**src/rtl/leg_call_stack_if.sv**
```systemverilog
// Bundles the execute-stage inputs and CALL/RET outputs of the LEG return-address stack.
// The core side uses the master modport; the stack itself uses the slave modport.
interface leg_call_stack_if #(
    parameter int ADDR_W   = 8,
    parameter int OPCODE_W = 8,
    parameter int DEPTH    = 8
);
    localparam int CNT_W = $clog2(DEPTH + 1);

    logic [OPCODE_W-1:0] opcode;
    logic [ADDR_W-1:0]   pc;
    logic                valid;
    logic                err_clr;

    logic                call;
    logic                ret;
    logic [ADDR_W-1:0]   return_address;
    logic [ADDR_W-1:0]   ret_target;
    logic                redirect;
    logic [CNT_W-1:0]    count;
    logic                full;
    logic                empty;
    logic                overflow;
    logic                underflow;

    modport master (
        output opcode, pc, valid, err_clr,
        input  call, ret, return_address, ret_target, redirect,
               count, full, empty, overflow, underflow
    );

    modport slave (
        input  opcode, pc, valid, err_clr,
        output call, ret, return_address, ret_target, redirect,
               count, full, empty, overflow, underflow
    );
endinterface

```
**src/rtl/leg_call_stack.sv**
```systemverilog
// CALL/RET decode and circular return-address stack for the LEG core.
// Define LEG_RSTACK_CIRCULAR_EN to overwrite the oldest entry on CALL while full (default: drop).
module leg_call_stack #(
    parameter int                  ADDR_W      = 8,
    parameter int                  OPCODE_W    = 8,
    parameter int                  DEPTH       = 8,
    parameter logic [OPCODE_W-1:0] CALL_OP     = 8'h26,
    parameter logic [OPCODE_W-1:0] RET_OP      = 8'h27,
    parameter int                  INSTR_BYTES = 4
) (
    input logic             clk,
    input logic             rst,
    leg_call_stack_if.slave bus
);
    localparam int CNT_W = $clog2(DEPTH + 1);
    localparam int PTR_W = (DEPTH > 1) ? $clog2(DEPTH) : 1;
    localparam logic [PTR_W-1:0] PTR_LAST  = PTR_W'(DEPTH - 1);
    localparam logic [CNT_W-1:0] CNT_DEPTH = CNT_W'(DEPTH);

    logic [ADDR_W-1:0] mem [DEPTH];
    logic [PTR_W-1:0]  head;
    logic [PTR_W-1:0]  top_idx;
    logic [PTR_W-1:0]  head_inc;
    logic [CNT_W-1:0]  cnt;
    logic              ovf_q;
    logic              unf_q;

    logic              is_call;
    logic              is_ret;
    logic              full_w;
    logic              empty_w;
    logic              push;
    logic              pop;
    logic              ovf_evt;
    logic              unf_evt;
    logic [ADDR_W-1:0] ret_addr;

    assign is_call = bus.valid && (bus.opcode == CALL_OP);
    assign is_ret  = bus.valid && (bus.opcode == RET_OP);
    assign full_w  = (cnt == CNT_DEPTH);
    assign empty_w = (cnt == '0);

    // head is the next free slot; the top entry sits one below it, modulo DEPTH
    assign top_idx  = (head == '0) ? PTR_LAST : head - PTR_W'(1);
    assign head_inc = (head == PTR_LAST) ? '0 : head + PTR_W'(1);

    assign ret_addr = bus.pc + ADDR_W'(INSTR_BYTES);

    assign pop     = is_ret && !empty_w;
    assign ovf_evt = is_call && full_w;
    assign unf_evt = is_ret && empty_w;

`ifdef LEG_RSTACK_CIRCULAR_EN
    // When full, head also addresses the oldest entry, so a plain push overwrites it.
    assign push = is_call;
`else
    assign push = is_call && !full_w;
`endif

    assign bus.call           = is_call;
    assign bus.ret            = is_ret;
    assign bus.return_address = is_call ? ret_addr : '0;
    assign bus.redirect       = pop;
    assign bus.ret_target     = pop ? mem[top_idx] : '0;
    assign bus.count          = cnt;
    assign bus.full           = full_w;
    assign bus.empty          = empty_w;
    assign bus.overflow       = ovf_q;
    assign bus.underflow      = unf_q;

    always_ff @(posedge clk or posedge rst) begin
        if (rst) begin
            for (int i = 0; i < DEPTH; i++) begin
                mem[i] <= '0;
            end
            head <= '0;
            cnt  <= '0;
        end else if (push) begin
            mem[head] <= ret_addr;
            head      <= head_inc;
            if (!full_w) begin
                cnt <= cnt + CNT_W'(1);
            end
        end else if (pop) begin
            head <= top_idx;
            cnt  <= cnt - CNT_W'(1);
        end
    end

    // A new error in the same cycle wins over err_clr.
    always_ff @(posedge clk or posedge rst) begin
        if (rst) begin
            ovf_q <= 1'b0;
            unf_q <= 1'b0;
        end else begin
            if (ovf_evt) begin
                ovf_q <= 1'b1;
            end else if (bus.err_clr) begin
                ovf_q <= 1'b0;
            end
            if (unf_evt) begin
                unf_q <= 1'b1;
            end else if (bus.err_clr) begin
                unf_q <= 1'b0;
            end
        end
    end
endmodule

```
**src/flat_wrapper.sv**
```systemverilog
// flat-port wrapper written by rule: the top's interface ports become plain ports
module leg_call_stack_flat 
#(
    parameter int                  ADDR_W      = 8,
    parameter int                  OPCODE_W    = 8,
    parameter int                  DEPTH       = 8,
    parameter logic [OPCODE_W-1:0] CALL_OP     = 8'h26,
    parameter logic [OPCODE_W-1:0] RET_OP      = 8'h27,
    parameter int                  INSTR_BYTES = 4
)
  (clk, rst, bus_opcode, bus_pc, bus_valid, bus_err_clr, bus_call, bus_ret, bus_return_address, bus_ret_target, bus_redirect, bus_count, bus_full, bus_empty, bus_overflow, bus_underflow);
  leg_call_stack_if #(.ADDR_W(ADDR_W), .OPCODE_W(OPCODE_W), .DEPTH(DEPTH)) bus_i ();
  input logic clk;
  input logic rst;
  input wire logic [$bits(bus_i.opcode)-1:0] bus_opcode;
  input wire logic [$bits(bus_i.pc)-1:0] bus_pc;
  input wire logic [$bits(bus_i.valid)-1:0] bus_valid;
  input wire logic [$bits(bus_i.err_clr)-1:0] bus_err_clr;
  output wire logic [$bits(bus_i.call)-1:0] bus_call;
  output wire logic [$bits(bus_i.ret)-1:0] bus_ret;
  output wire logic [$bits(bus_i.return_address)-1:0] bus_return_address;
  output wire logic [$bits(bus_i.ret_target)-1:0] bus_ret_target;
  output wire logic [$bits(bus_i.redirect)-1:0] bus_redirect;
  output wire logic [$bits(bus_i.count)-1:0] bus_count;
  output wire logic [$bits(bus_i.full)-1:0] bus_full;
  output wire logic [$bits(bus_i.empty)-1:0] bus_empty;
  output wire logic [$bits(bus_i.overflow)-1:0] bus_overflow;
  output wire logic [$bits(bus_i.underflow)-1:0] bus_underflow;
  assign bus_i.opcode = bus_opcode;
  assign bus_i.pc = bus_pc;
  assign bus_i.valid = bus_valid;
  assign bus_i.err_clr = bus_err_clr;
  assign bus_call = bus_i.call;
  assign bus_ret = bus_i.ret;
  assign bus_return_address = bus_i.return_address;
  assign bus_ret_target = bus_i.ret_target;
  assign bus_redirect = bus_i.redirect;
  assign bus_count = bus_i.count;
  assign bus_full = bus_i.full;
  assign bus_empty = bus_i.empty;
  assign bus_overflow = bus_i.overflow;
  assign bus_underflow = bus_i.underflow;
  leg_call_stack #(.ADDR_W(ADDR_W), .OPCODE_W(OPCODE_W), .DEPTH(DEPTH), .CALL_OP(CALL_OP), .RET_OP(RET_OP), .INSTR_BYTES(INSTR_BYTES)) u_core (.clk(clk), .rst(rst), .bus(bus_i));
endmodule
```
**config.mk**
```make
export PLATFORM = sky130hd
export DESIGN_NAME = leg_call_stack_flat
export DESIGN_NICKNAME = d
export VERILOG_FILES = /design/src/rtl/leg_call_stack_if.sv /design/src/rtl/leg_call_stack.sv /design/src/flat_wrapper.sv
export SDC_FILE = /design/constraint.sdc
export NUM_CORES = 1
export LEC_CHECK = 0
export CAP_MARGIN = 40
export CORE_MARGIN = 1
export CORE_UTILIZATION = 50
export DETAILED_ROUTE_END_ITERATION = 16
export PLACE_DENSITY = 0.77
export REMOVE_ABC_BUFFERS = 1
export SYNTH_ARGS = -nofsm -noshare
export SYNTH_HDL_FRONTEND = slang
export SYNTH_SLANG_ARGS = --single-unit
```
**constraint.sdc**
```tcl
create_clock -name clk -period 3.72 [get_ports clk]
set_clock_uncertainty 0.05 [all_clocks]
set_input_delay 0.744 -clock clk [delete_from_list [all_inputs] [get_ports clk]]
set_output_delay 0.744 -clock clk [all_outputs]
set_load 0.05 [all_outputs]
```
==> summary.md, run 1 <==
| Metric | Value |
|---|---|
| Outcome | finished, final reports clean |
| Final WL | 9424 µm |
| First-pass GRT wire length | 15410 µm |
| R2r setup slk | about 0.90 ns |
| Drt wl/cell | between 15 and 20 µm |
| Power Density | 344.7 nW/µm² |
| Longest Clk Path Bufs | 2 |
| Leak pwr | ~0.0025 µW |
| WS Path Type | register to primary output |
| CTS H-Tree Depth | 3 |
| Detailed placement HPWL | between 6000 and 7000 µm |
| Ys async rst share | 1.000 |
| Starting Density | 0.5248 |
| Worst Reg-to-Reg Cells | 9 |
| Ports | 47 |
| CTS tree | built |
| Vias | 2834 |
| Final setup TNS | 0 ns |
| Final routed DRC violation total | 0 |
| Number of DRC markers in iteration 0 | roughly 160 |
| N_diodes | 0 |
| Reg2reg end | u_core.bus.count[2] |
| Height of the die | between 80 and 90 µm |
| Worst relative slew slack | 0.4115 |
| Core ar. | approximately 7300 µm² |
| XOR/XNOR Fraction of Synth Area | 0.01366 |
| Largest net degree at the start of global routing | 28 |
| Yosys reg bits | 73 |
| Req. time, crit path | around 2.9 ns |
| Share of the synthesized area in the top cell type | 0.4748 |
| Pwr Total | about 1800 µW |
| Post-route ant nets | 0 |
| Hold depth | 1 |
| Yosys warning count | 0 |
| Reg area | between 1500 and 2000 µm² |
| Slew @ Worst Pin | just under 0.9 ns |
| Post-synthesis cell type count | 46 |
| Clock Sink Count | 73 |
| Cell taking the most area after synthesis | dfrtp_1 |
| Final Wtd Congestion | between 0.8 and 0.9 |
| Syn Area/Cell | between 10 and 15 µm² |
| Vias per cell | 5.784 |
| Worst hold margin | between 0.4 and 0.5 ns |
| Critical path peak fanout | 9 |
| Num CTS Buffers | 9 |
| FF-to-FF Start | u_core.bus.count[1] |
| CTS Root Cell | clkbuf_8 |
| Share of cells above drive strength 1 | 0.3887 |
| Placed insts | ~470 |
| CP Capture Type | primary output |
| Final Cycle Share | 0.9712 |
| Final setup vio count | 0 |
| Critical path arrival | 2.82 ns |
| Slew Limit Fails | 0 |
| Drt pass-1 iters | 4 |
| Maxcap violations | 0 |
| Final min period | ~3.6 ns |
| Cells after synthesis | between 300 and 400 |
| Post-Synth Simple-Gate Area | 0.1278 |
| Cell Area, Synth | roughly 3800 µm² |
| Filler cells | around 520 |
| Initial antenna violation count | 0 |
| Dominant cells by area after synthesis | dfrtp_1, mux2_2, mux2i_1 |
| Fin cells | 490 |
| Largest family of logic cells by synthesized area | multiplexers |
| Crit start category | register |
| Most used DFF post-synth | dfrtp_1 |
| Worst skew pair latency | approximately 0.35 ns |
| FMAX | around 280 MHz |
| Pre-CTS setup slack | -0.1133 ns |
| VDD IR max | around 0.19 mV |
| Worst setup margin | 0.1073 ns |
| Final #Nets | 413 |
| Vias in the first global route | 2956 |
| Total global routing overflow | 0 |
| Multi-input logic area | between 1500 and 2000 µm² |
| Number of hold buffers added after cts | 0 |
| Number of port buffers | 46 |
| Die Area | ~8000 µm² |
| P&R area growth vs syn | 32.68% |
| Die X | about 90 µm |
| Hold Path Class | register to register |
| Hold endpoint | u_core.bus.overflow |
| Multiplexer area fraction after synthesis | 0.2514 |
| Min-delay src | u_core.bus.overflow |
| Compound-Gate Fraction of Synth Area | 0.07967 |
| Final hold violation count | 0 |
| Sequential area share after synthesis | 0.4748 |
| Overall Global Routing Usage | 0.2484 |
| Adder-cell share of the synthesized area | 0.02276 |
| Clock Pin Slew Worst Setup and Hold Paths | roughly 0.070 ns |
| Post-synth EDFFs | 0 |
| Num rows | 31 |
logic make-up (layout without fill, tap and decap cells):
group,count (synthesis),count (layout)
mux,84,84
flops,73,73
fa+ha+maj,7,7
buf+inv,30,113
xor+xnor,6,6
simple gates,71,71
compound gates,37,37
timing repair:
item                                    CTS  global route
endpoints found under the hold margin     0             0
gates cloned                              0             1
endpoints found under the setup margin    8             2
pin swaps                                 1             2
setup buffers                             0             0
resized for setup                         6             8
state kept, by name (all words and copies together), names as in the netlist:
register,flops
u_core.mem,64
u_core.bus.count,4
u_core.head,3
u_core.bus.overflow,1
u_core.bus.underflow,1
critical path, cell delays in order (launching register included):
cell and delay [ns]:
dfrtp_1 0.43, inv_1 0.13, ha_1 0.22, ha_1 0.47, buf_4 0.21, nand2_1 0.18
a211oi_1 0.43, a2111oi_4 0.08, buf_4 0.19, buf_12 0.14
cells in the mapped netlist, types with 2 or more instances:
| library cell | number |
|---|---|
| dfrtp_1 | 73 |
| mux2_2 | 60 |
| mux2i_1 | 19 |
| nand2_1 | 19 |
| inv_1 | 17 |
| nor2_1 | 11 |
| clkbuf_1 | 8 |
| and2_1 | 7 |
| ha_1 | 7 |
| nor2b_1 | 7 |
| a21oi_1 | 6 |
| nand2b_1 | 6 |
| o211ai_1 | 5 |
| o21ai_0 | 5 |
| a2111oi_2 | 4 |
| a211oi_1 | 4 |
| a32o_1 | 4 |
| mux4_2 | 4 |
| nor4_4 | 4 |
| xor2_1 | 4 |
| inv_2 | 3 |
| nand3_2 | 3 |
| buf_2 | 2 |
| nand3_1 | 2 |
| or4b_2 | 2 |
| xnor2_1 | 2 |
power by group:
group	leakage, µW	internal, µW	switching (µW)
sequential	0.000962	805	15.1
clock	0.000103	347	298
combinational	0.00139	113	182
total	0.00246	1260	495
cell type report:
| cell class | count | share of cell area |
|---|---|---|
| Clock buffer | 12 | 0.03039 |
| Timing Repair Buffer | 77 | 0.1784 |
| Clock inverter | 4 | 0.01005 |
| Multi-Input combinational cell | 205 | 0.3838 |
| Inverter | 20 | 0.01520 |
| Sequential cell | 73 | 0.3578 |
| Tap cell | 99 | 0.02426 |
cell usage in the layout (no fill, tap or decap), types with 2 or more instances in the layout:
master / instances
a211oi_1: 4
mux4_2: 4
clkbuf_8: 11
nand2_1: 19
inv_1: 16
dfrtp_1: 73
a2111oi_4: 4
a32o_1: 4
nand2b_1: 6
ha_1: 7
and2_1: 7
o21ai_0: 5
nor2b_1: 7
clkdlybuf4s50_1: 23
inv_2: 3
o211ai_1: 5
a21oi_1: 6
xnor2_1: 2
nor2_1: 11
or4b_2: 2
nand3_2: 3
nand3_1: 2
mux2i_1: 19
xor2_1: 4
dlymetal6s2s_1: 4
nor4_4: 4
buf_12: 19
mux2_2: 60
buf_4: 30
per-layer routing:
metal  global-route usage  vias up  routed length, µm
li1                     -     1278                  -
met3              0.03553       22                545
met2               0.4083      100               4563
met4               0.1175        0                264
met5                    0        -                  0
met1               0.3248     1434               4051
worst max path at each step:
| stage | from | endpoint | depth (start not counted) |
|---|---|---|---|
| after global routing | u_core.head[1] | bus_ret_target[1] | 9 |
| after floorplan | u_core.head[0] | bus_ret_target[0] | 7 |
| after global placement | bus_opcode[7] | bus_ret_target[2] | 6 |
| final | u_core.head[1] | bus_ret_target[1] | 9 |
| after CTS | bus_opcode[7] | bus_ret_target[0] | 7 |
| after detailed placement | bus_opcode[7] | bus_ret_target[3] | 6 |
metrics by stage:
step | utilization | area (µm²)
after floorplan | - | 3807
after detailed placement | 0.6540 | 4795
after global placement | 0.6540 | 4795
final | 0.6964 | 5105
after CTS | 0.6878 | 5042
after global routing | 0.6964 | 5105
No activity file was read; power rests on OpenSTA's default activity.
==> run 2, diff against run 1 <==
Settings changed: SKIP_CTS_REPAIR_TIMING set to 1.
==> run 2 against run 1 <==
Sequential share of layout area grew 0.25 points. Highest routed layer unchanged. Global-route usage is 0.11 points higher. Non-clock buffer count shrank 1. Critical path depth is 2 lower.
==> summary.md, run 2 (synthesis gave the netlist of run 1 again) <==
| Metric | Value |
|---|---|
| Outcome | finished, final reports clean |
| Most common cell on crit path | buf_12 |
| Ports | 47 |
| Req. time, crit path | 2.93 ns |
| Filler cells | around 530 |
| Core ar. | about 7300 µm² |
| WS Path Type | input pin to primary output |
| Post-route ant nets | 0 |
| Detailed placement HPWL | approximately 6500 µm |
| CTS tree | built |
| Total global routing overflow | 0 |
| CP Capture Type | primary output |
| VDD IR max | between 0.15 and 0.2 mV |
| Worst-path cell chain | clkdlybuf4s50_1, or4b_4, or4_4, buf_12, a2111oi_4, buf_4, buf_12 |
| Switching pwr | roughly 500 µW |
| Most frequent cells in the layout | dfrtp_1, mux2_2, buf_4 |
| N_diodes | 0 |
| Clock Sink Count | 73 |
| Largest net degree at the start of global routing | 28 |
| Most common cell after layout, fill and taps aside | dfrtp_1 |
| Die Area | a little over 8000 µm² |
| Multi-input logic area | ~2000 µm² |
| Clock Power Share | 0.367 |
| Leak pwr | about 0.0024 µW |
| First-pass GRT wire length | around 15000 µm |
| Hold Path Class | register to register |
| Num CTS Buffers | 9 |
| Number of DRC markers in iteration 0 | 135 |
| Vias | roughly 2800 |
| Maxcap violations | 0 |
| Worst path buffer plus inverter count | 4 |
| Core Util, Final | 0.6916 |
| Overall Global Routing Usage | 0.2495 |
| Global route hottest layer | met2 |
| Power Density | 347.6 nW/µm² |
| Crit path max-delay family | simple AND/OR/NAND/NOR gates |
| Final hold violation count | 0 |
| Final routed DRC violation total | 0 |
| Drt wl/cell | 19.07 µm |
| Slew Limit Fails | 0 |
| FMAX | between 200 and 300 MHz |
| Num rows | 31 |
| Die X | ~90 µm |
| Combinational share of power | 0.168 |
| Max FFs per register | 64 |
| Worst relative slew slack | 0.4093 |
| Clock Pin Slew Worst Setup and Hold Paths | 0.07 ns |
| Final setup vio count | 0 |
| Share of cells above drive strength 1 | 0.3872 |
| Final min period | roughly 3.6 ns |
| CP max-delay cell | or4b_4 |
| Biggest register | u_core.mem |
| Height of the die | 89.72 µm |
| CTS H-Tree Depth | 3 |
| Pwr Total | about 1800 µW |
| Final #Nets | between 400 and 500 |
| Slew @ Worst Pin | about 0.88 ns |
| Final Cycle Share | 0.9748 |
| Worst skew pair latency | 0.35 ns |
| Final WL | 9327 µm |
| Final Wtd Congestion | 0.8127 |
| Initial antenna violation count | 0 |
| Longest Clk Path Bufs | 2 |
| P&R area growth vs syn | 31.77% |
| Met2 Usage GRT | 0.4071 |
| Starting Density | 0.5248 |
| Drt pass-1 iters | 4 |
| GR Layer Usage met3 | 0.04822 |
| CP max stage delay | around 0.55 ns |
| Number of port buffers | 46 |
| CTS Root Cell | clkbuf_8 |
| Internal power | around 1300 µW |
| Critical path arrival | 2.83 ns |
| Vias in the first global route | a little under 3000 |
| Setup repair after global routing missed its margin | false |
| Vias per cell | about 5.7 |
| Grt met1 use | 0.3259 |
| Sequential cell fraction of total power | 0.465 |
| Sw Share | 0.2822 |
| Critical path peak fanout | 10 |
| Crit start category | input pin |
| Reg area | between 1500 and 2000 µm² |
==> run 2: cell types whose count changed in the layout (fill, tap and decap cells not counted) <==
cell and delta:
clkdlybuf4s50_1 +4, dlymetal6s2s_1 -4, clkbuf_16 -1
==> run 2: area by class of cell <==
class | instances | share of cell area
Inverter | 20 | 0.01530
Sequential cell | 73 | 0.3603
Clock inverter | 4 | 0.01012
Multi-Input combinational cell | 205 | 0.3865
Clock buffer | 12 | 0.03060
Tap cell | 99 | 0.02443
Timing Repair Buffer | 76 | 0.1728
==> run 2: power groups by stage <==
stage | logic, µW | registers, µW | clock network, µW
2_1_floorplan | 148 | 849 | 0
3_3_place_gp | 282 | 834 | 0
3_5_place_dp | 286 | 835 | 0
4_1_cts | 290 | 819 | 653
5_1_grt | 319 | 822 | 686
6_report | 296 | 820 | 646
==> run 2: final timing paths <==
kind	startpoint	end	slack (ns)	cells after the start
max	bus_opcode[7]	bus_ret_target[1]	0.09	7
min	u_core.bus.overflow	u_core.bus.overflow	0.44	1
max reg2reg	u_core.bus.count[1]	u_core.bus.count[2]	0.92	9
min reg2reg	u_core.bus.overflow	u_core.bus.overflow	0.44	1
max in group asynchronous	rst	u_core.mem[6]	2.16	3
min in group asynchronous	rst	u_core.mem[44]	0.70	2
==> run 2: through the flow <==
stage	area [µm²]	hold slack (ns)	setup TNS [ns]	worst slack, ns	cells
floorplan	3807	0.4205	-4.031	-0.5698	298
global placement	4795	0.4213	-0.2550	-0.06974	473
detailed placement	4795	0.4232	-0.4324	-0.1133	473
CTS	5001	0.4422	-0.6344	-0.1515	489
global route	5070	0.4709	0	0.002770	489
finish	5070	0.4394	0	0.09374	489
==> run 2: routing by layer <==
layer	vias up	wire, µm
met5	-	0
met4	0	206
met3	15	547
met2	93	4539
met1	1425	4033
li1	1273	-
